$ cat config.mk
export PLATFORM = sky130hd
export DESIGN_NAME = mem_read_responder
export DESIGN_NICKNAME = d
export VERILOG_FILES = /design/src/rtl/mem_read_responder.sv
export SDC_FILE = /design/constraint.sdc
export NUM_CORES = 1
export LEC_CHECK = 0
export CAP_MARGIN = 20
export CORE_MARGIN = 3
export CORE_UTILIZATION = 56
export CTS_CLUSTER_SIZE = 40
export DETAILED_ROUTE_END_ITERATION = 10
export DONT_BUFFER_PORTS = 1
export PLACE_DENSITY = 0.7
export SLEW_MARGIN = 25
export SYNTH_ARGS = -nofsm -noshare
export SYNTH_HDL_FRONTEND = slang
export SYNTH_SLANG_ARGS = --single-unit
$ cat constraint.sdc
create_clock -name clk -period 1.7 [get_ports clk]
set_input_delay 0.255 -clock clk [delete_from_list [all_inputs] [get_ports clk]]
set_output_delay 0.255 -clock clk [all_outputs]
set_load 0.005 [all_outputs]
$ cat src/rtl/mem_read_responder.sv
// Single-outstanding read responder bridging an AR/R handshake onto a read-only SRAM port.
// Define MEM_RESP_RAND_DELAY_EN to draw the per-read wait count from an external rand_lfsr_8_bit instead of LATENCY.
module mem_read_responder #(
  parameter int unsigned          DATA_LEN   = 32,
  parameter logic [DATA_LEN-1:0]  BASE_ADDR  = DATA_LEN'(32'h8000_0000),
  parameter int unsigned          ADDR_WIDTH = 10,
  parameter int unsigned          LATENCY    = 0
) (
  input  logic                  clk,
  input  logic                  rst_n,
  input  logic                  arvalid,
  output logic                  arready,
  input  logic [DATA_LEN-1:0]   araddr,
  output logic                  rvalid,
  input  logic                  rready,
  output logic [2:0]            rresp,
  output logic [DATA_LEN-1:0]   rdata,
  output logic                  mem_cen,
  output logic [ADDR_WIDTH-1:0] mem_a,
  input  logic [DATA_LEN-1:0]   mem_q
);

  localparam int unsigned SHIFT = $clog2(DATA_LEN / 8);

  localparam logic [2:0] S_IDLE  = 3'd0;
  localparam logic [2:0] S_WAIT  = 3'd1;
  localparam logic [2:0] S_READ  = 3'd2;
  localparam logic [2:0] S_LATCH = 3'd3;
  localparam logic [2:0] S_RESP  = 3'd4;

  localparam logic [2:0] RESP_OK  = 3'h0;
  localparam logic [2:0] RESP_ERR = 3'h2;

  logic [2:0]            state;
  logic [2:0]            state_nx;
  logic [3:0]            wcnt;
  logic [3:0]            wait_ld;
  logic [ADDR_WIDTH-1:0] idx_q;
  logic [DATA_LEN-1:0]   offset;
  logic [ADDR_WIDTH-1:0] idx_dec;
  logic                  dec_ok;
  logic                  ar_hs;
  logic                  r_hs;

`ifdef MEM_RESP_RAND_DELAY_EN
  logic [7:0] lfsr_q;

  rand_lfsr_8_bit u_lfsr (
    .clk   (clk),
    .rst_n (rst_n),
    .out   (lfsr_q)
  );

  assign wait_ld = lfsr_q[3:0];
`else
  assign wait_ld = 4'(LATENCY);
`endif

  // Address decode: below base, beyond depth or not word-aligned is an error
  assign offset  = araddr - BASE_ADDR;
  assign idx_dec = offset[SHIFT +: ADDR_WIDTH];
  assign dec_ok  = (araddr >= BASE_ADDR)
                && ((offset >> (SHIFT + ADDR_WIDTH)) == '0)
                && (araddr[SHIFT-1:0] == '0);

  assign arready = (state == S_IDLE);
  assign mem_cen = (state != S_READ);
  assign ar_hs   = arvalid && (state == S_IDLE);
  assign r_hs    = rvalid && rready && (state == S_RESP);

  always_comb begin
    state_nx = state;
    case (state)
      S_IDLE:  if (arvalid) state_nx = !dec_ok ? S_RESP : ((wait_ld == 4'd0) ? S_READ : S_WAIT);
      S_WAIT:  if (wcnt <= 4'd1) state_nx = S_READ;
      S_READ:  state_nx = S_LATCH;
      S_LATCH: state_nx = S_RESP;
      S_RESP:  if (rready) state_nx = S_IDLE;
      default: state_nx = S_IDLE;
    endcase
  end

  // Control: FSM, wait counter and the latched word index
  always_ff @(posedge clk or negedge rst_n) begin
    if (!rst_n) begin
      state <= S_IDLE;
      wcnt  <= 4'd0;
      idx_q <= '0;
    end else begin
      state <= state_nx;
      if (ar_hs) begin
        wcnt  <= wait_ld;
        idx_q <= idx_dec;
      end else if ((state == S_WAIT) && (wcnt > 4'd1)) begin
        wcnt <= wcnt - 4'd1;
      end
    end
  end

  // SRAM address only moves when entering READ, so it holds its last value otherwise
  always_ff @(posedge clk or negedge rst_n) begin
    if (!rst_n) begin
      mem_a <= '0;
    end else if (state_nx == S_READ) begin
      mem_a <= (state == S_IDLE) ? idx_dec : idx_q;
    end
  end

  // Response stage: rdata/rresp are written once per request and held through RESP
  always_ff @(posedge clk or negedge rst_n) begin
    if (!rst_n) begin
      rvalid <= 1'b0;
      rresp  <= RESP_OK;
      rdata  <= '0;
    end else if (ar_hs && !dec_ok) begin
      rvalid <= 1'b1;
      rresp  <= RESP_ERR;
      rdata  <= '0;
    end else if (state == S_LATCH) begin
      rvalid <= 1'b1;
      rresp  <= RESP_OK;
      rdata  <= mem_q;
    end else if (r_hs) begin
      rvalid <= 1'b0;
    end
  end

endmodule

# After elaboration in Yosys (flattened, before gate mapping)
# Index checks and enable logic that the tools add are counted.
# totals
elab_cells	47
regBits	63
# classes
order_cmp	3
n_eq_ne	6
n_addsub	2
n_reduce_logical	14
mux	15
# op_table
operator	n
two-way mux 32 bit	2
greater-or-equal comparator 32 bit, second input constant	1
zero test 32 bit	1
subtractor 32 bit, second input constant	1
two-way mux 3 bit	6
case mux 3 bit (5 select lines)	1
two-way mux 10 bit	1
equality test 3 x 2 -> 1 bit, second input constant	3
two-way mux 4 bit	2
logical AND 1 bit	7
greater-than comparator 4 x 1 -> 1 bit, second input constant	1
less-or-equal comparator 4 x 1 -> 1 bit, second input constant	1
nonzero test 2 bit	2
subtractor 4 x 1 -> 4 bit, second input constant	1
equality test 3 x 1 -> 1 bit, second input constant	1
equality test 3 bit, second input constant	1
zero test 3 bit	1
two-way mux 1 bit	3
!= test 3 x 2 -> 1 bit, second input constant	1
nonzero test 3 bit	1
zero test 2 bit	1
zero test 1 bit	1

# Longest topological paths before layout
# depth
depth_word	8
ltp_mapped	7
mapped_depth_nobuf	6

# Worst setup path after synthesis
# OpenSTA, ideal clock, no wires.
# synth_timing
kind	reg2reg
start	reg state[1]
end	reg mem_a[0]
t_required_ps	1575
arrival_ps	1532
setup_time_ps	125
period_less_slack_ps	1657
path_stages_with_launch	7
setup_slack_ps	43
cell_sequence	dfrtp_1 -> nor3_2 -> and2_1 -> buf_6 -> a32o_1 -> buf_6 -> mux2_4
# synth_via
elab_chain_cells	3
word_cells_on_any_way	11
cone_classes	eq/ne: 5; mux: 5; reduce/logical: 1
# synth_lines
element	line_no	source
start, declared	34	logic [2:0] state;
start signal, assigned	90	state <= state_nx;
equality test 3 bit, or another cell as far along	73	case (state)
case mux 3 bit (5 select lines)	73	
equality test 3 x 2 -> 1 bit	104	end else if (state_nx == S_READ) begin
end signal, assigned	105	mem_a <= (state == S_IDLE) ? idx_dec : idx_q;
end, declared	19	output logic [ADDR_WIDTH-1:0] mem_a,
# Several ways; a longest one is shown, not always the timed one.
# A chain may end at the register's enable or synchronous reset.

# Final worst setup path
# layout_timing
start	reg wcnt[0]
end	reg mem_a[3]
# layout_via
elab_chain_cells	4
# layout_lines
element	line_no	source
start, declared	36	logic [3:0] wcnt;
start signal, assigned	92	wcnt <= wait_ld;
start signal, assigned	95	wcnt <= wcnt - 4'd1;
less-or-equal comparator 4 x 1 -> 1 bit	75	S_WAIT: if (wcnt <= 4'd1) state_nx = S_READ;
two-way mux 3 bit	75	
case mux 3 bit (5 select lines)	73	
equality test 3 x 2 -> 1 bit	104	
# Every way passes these cells.

==> metrics.md <==
| Metric | Value |
|---|---|
| Outcome | `finished clean` |
| Maximum vdd ir drop | `about 0.54 mV` |
| Area of the core | `4530 um^2` |
| Initial antenna violation count | `0` |
| Worst-Skew Late Latency | `0.33 ns` |
| #FFs+latches synth | `61` |
| Slew Limit Fails | `0` |
| Clock buffer depth | `2` |
| N_diodes | `0` |
| 1st-pass router iterations | `4` |
| R2R Setup Slk | `0.04 ns` |
| PD cells | `1000 nW/um^2` |
| Nets@finish | `roughly 360` |
| Hold_ws | `0.0335 ns` |
| Max Cap Viol | `0` |
| Worst stage delay on the critical path | `0.38 ns` |
| WL per Instance | `16.4 um` |
| Gpl congestion | `0.774` |
| Synthesized area per cell | `between 9 and 10 um^2` |
| Hold wc startpoint | `araddr[8]` |
| Fmax | `604 MHz` |
| Post-synthesis async set-or-reset flop share | `1.00` |
| Layout cells sized above 1 | `0.211` |
| CTS clock-pin slew for the worst setup and hold paths | `0.06 ns` |
| Dominant synthesized flop cell | `dfrtp_1` |
| Via count of the first global-routing pass | `1961` |
| Min Tclk post-route | `between 1.5 and 2 ns` |
| RSZ-0062 raised after global routing | `true` |
| Biggest area consumer among synthesized cells | `dfrtp_1` |
| Unique cell type count in the Yosys netlist | `37` |
| TritonCTS clock tree | `done` |
| DRT Wirelength | `5.90 mm` |
| DR vias/cell | `5.51` |
| Cell count after synthesis | `275` |
| # port buffers | `0` |
| Chip Width | `between 70 and 80 um` |
| Dpl hpwl | `~4.0 mm` |
| Final cycle utilization of the critical path | `0.974` |
| CP top delay family | `flip-flops` |
| Critical path launch point type | `flop` |
| Crit path from | `wcnt[0]` |
| Final Skew | `0.00858 ns` |
| Final Hold Viols | `0` |
| Post-synth EDFFs | `0` |
| Worst r2r src | `wcnt[0]` |
| Arrival time worst endpoint | `around 1.9 ns` |
| CP bufs+invs | `2` |
| Largest cells by area after synthesis | `dfrtp_1, nand2_1, a21oi_1, mux2_4, mux2_2` |
| Slowest CP cell | `dfrtp_1` |
| Worst-path maximum fanout | `10` |
| H-tree depth | `3` |
| Total GRT Usage | `0.208` |
| Starting Density | `0.604` |
| Worst-case hold path end point | `idx_q[6]` |
| First-pass GRT wire length | `9.64 mm` |
| Req. time, crit path | `1.91 ns` |
| Synthesis Warnings | `0` |
| P_leak | `roughly 1.4 nW` |
| Die H | `~76 um` |
| Reg2reg end | `mem_a[3]` |
| Via count | `1977` |
| Clock root buffer | `clkbuf_8` |
| Mapped Area | `2740 um^2` |
| CP Class | `reg -> reg` |
| Die Area | `5770 um^2` |
| Crit path capture type | `flop` |
| Clock tree sinks | `61` |
| FILL cells | `349` |
| Remaining Overflow, GRT | `0` |
| Hold path depth | `2` |
| Detail Route Antenna Nets | `0` |
| Final Setup Violations | `0` |
| Pre-CTS setup slack | `-0.0262 ns` |
| # rows | `24` |
| Hold Path Class | `in -> reg` |
| TritonCTS Buffers | `9` |
| DRC errors left | `0` |
| Setup TNS | `0 ns` |
| Worst path cell trace | `inv_1 > ha_2 > nor2_2 > nor3_2 > a32o_2 > buf_12 > mux2_4` |
| Final WS setup | `0.0443 ns` |
| Worst r2r path cells | `7` |
| Share of Yosys cell area claimed by the top area cell type | `0.557` |
| DRT iter0 DRCs | `between 90 and 100` |
| Ports | `116` |
| Sequential-to-total area share from yosys stat | `0.557` |
| Layout area overhead | `15.4%` |
| Pin count of the biggest net entering global routing | `62` |
==> how the worst max path moves through the flow <==
stage | endpoint | slack [ns] | depth (start not counted)
2_1_floorplan | mem_a[0] | 0.04 | 6
3_3_place_gp | mem_a[1] | 0.02 | 5
3_5_place_dp | mem_a[5] | -0.03 | 7
4_1_cts | mem_a[5] | 0.009 | 7
5_1_grt | rvalid | -0.02 | 6
6_report | mem_a[3] | 0.04 | 7
==> cell usage after synthesis (2+ instances only) <==
| library cell | count |
|---|---|
| inv_1 | 2 |
| dfrtp_1 | 61 |
| mux2_2 | 10 |
| ha_1 | 2 |
| nor2_1 | 7 |
| nor3_1 | 2 |
| buf_6 | 2 |
| nor4_1 | 4 |
| nand2_1 | 96 |
| and2_1 | 3 |
| nor4b_1 | 2 |
| buf_4 | 2 |
| buf_2 | 7 |
| nand3b_1 | 2 |
| mux2_4 | 10 |
| a21oi_1 | 35 |
| clkbuf_1 | 7 |
| xnor2_1 | 2 |
==> layout make-up <==
type,count,area [um^2],share of cell area
Clock buffer,11,131,0.0416
Clock inverter,5,75.1,0.0238
Inverter,2,7.51,0.00238
Multi-Input combinational cell,195,1130,0.357
Sequential cell,61,1530,0.483
Tap cell,65,81.3,0.0257
Timing Repair Buffer,20,210,0.0665
==> metrics by stage <==
step	cells	cell area, um^2	utilization	power [mW]
floorplan	276	2740	-	1.73
detailed placement	339	2890	0.637	1.79
finish	359	3160	0.697	3.16
CTS	357	3140	0.692	3.19
global route	359	3160	0.697	3.30
global placement	339	2890	0.637	1.78
==> registers in the layout, summed over array words and instances (netlist names) <==
register / flops
mem_a: 10
rvalid: 1
idx_q: 10
rresp: 1
rdata: 32
wcnt: 4
state: 3
==> layer usage <==
metal	global-route usage	vias up	wire length, um
met5	0	-	0
met4	0.0851	0	106
met3	0.0877	12	601
met2	0.329	98	2810
met1	0.253	928	2390
li1	-	939	-
==> cell usage in the layout, fill, tap and decap left out, types with 2 or more instances in the layout <==
master      n
clkbuf_1    2
nor2_1      6
buf_12      3
conb_1      2
mux2_2     10
nand3b_1    2
nor4b_1     2
nor4_1      4
a21oi_2     2
xnor2_1     2
a21oi_1    33
clkbuf_8    9
and2_1      3
inv_1       2
bufinv_16   2
clkinv_2    3
mux2_4     10
buf_4      15
nor3_2      2
dfrtp_1    61
nand2_1    96
==> what timing repair did <==
| action | CTS | global route |
|---|---|---|
| setup endpoints to repair | 10 | 12 |
| endpoints found under the hold margin | 61 | 0 |
| pin swaps | 1 | 1 |
| gates resized for setup | 2 | 3 |
| hold buffers | 2 | 0 |
| cloned | 0 | 0 |
| buffers inserted | 0 | 2 |
==> report_power, final <==
part           switching, mW  leakage [nW]  internal, mW  total, mW
sequential            0.0360         0.827          1.51       1.54
clock                  0.540         0.107         0.819       1.36
combinational          0.143         0.507         0.114      0.257
==> logic make-up after synthesis <==
logic type               after synthesis  synth area share
other                                  1           0.00137
XOR/XNOR                               3           0.00960
adder cells (fa/ha/maj)                2           0.00914
AO/OA/AOI/OAI                         43            0.0877
flip-flops                            61             0.557
AND/OR/NAND/NOR                      125             0.200
buffers and inverters                 20            0.0388
multiplexers                          20            0.0959
Note: power is estimated with default switching activity, not from simulation.
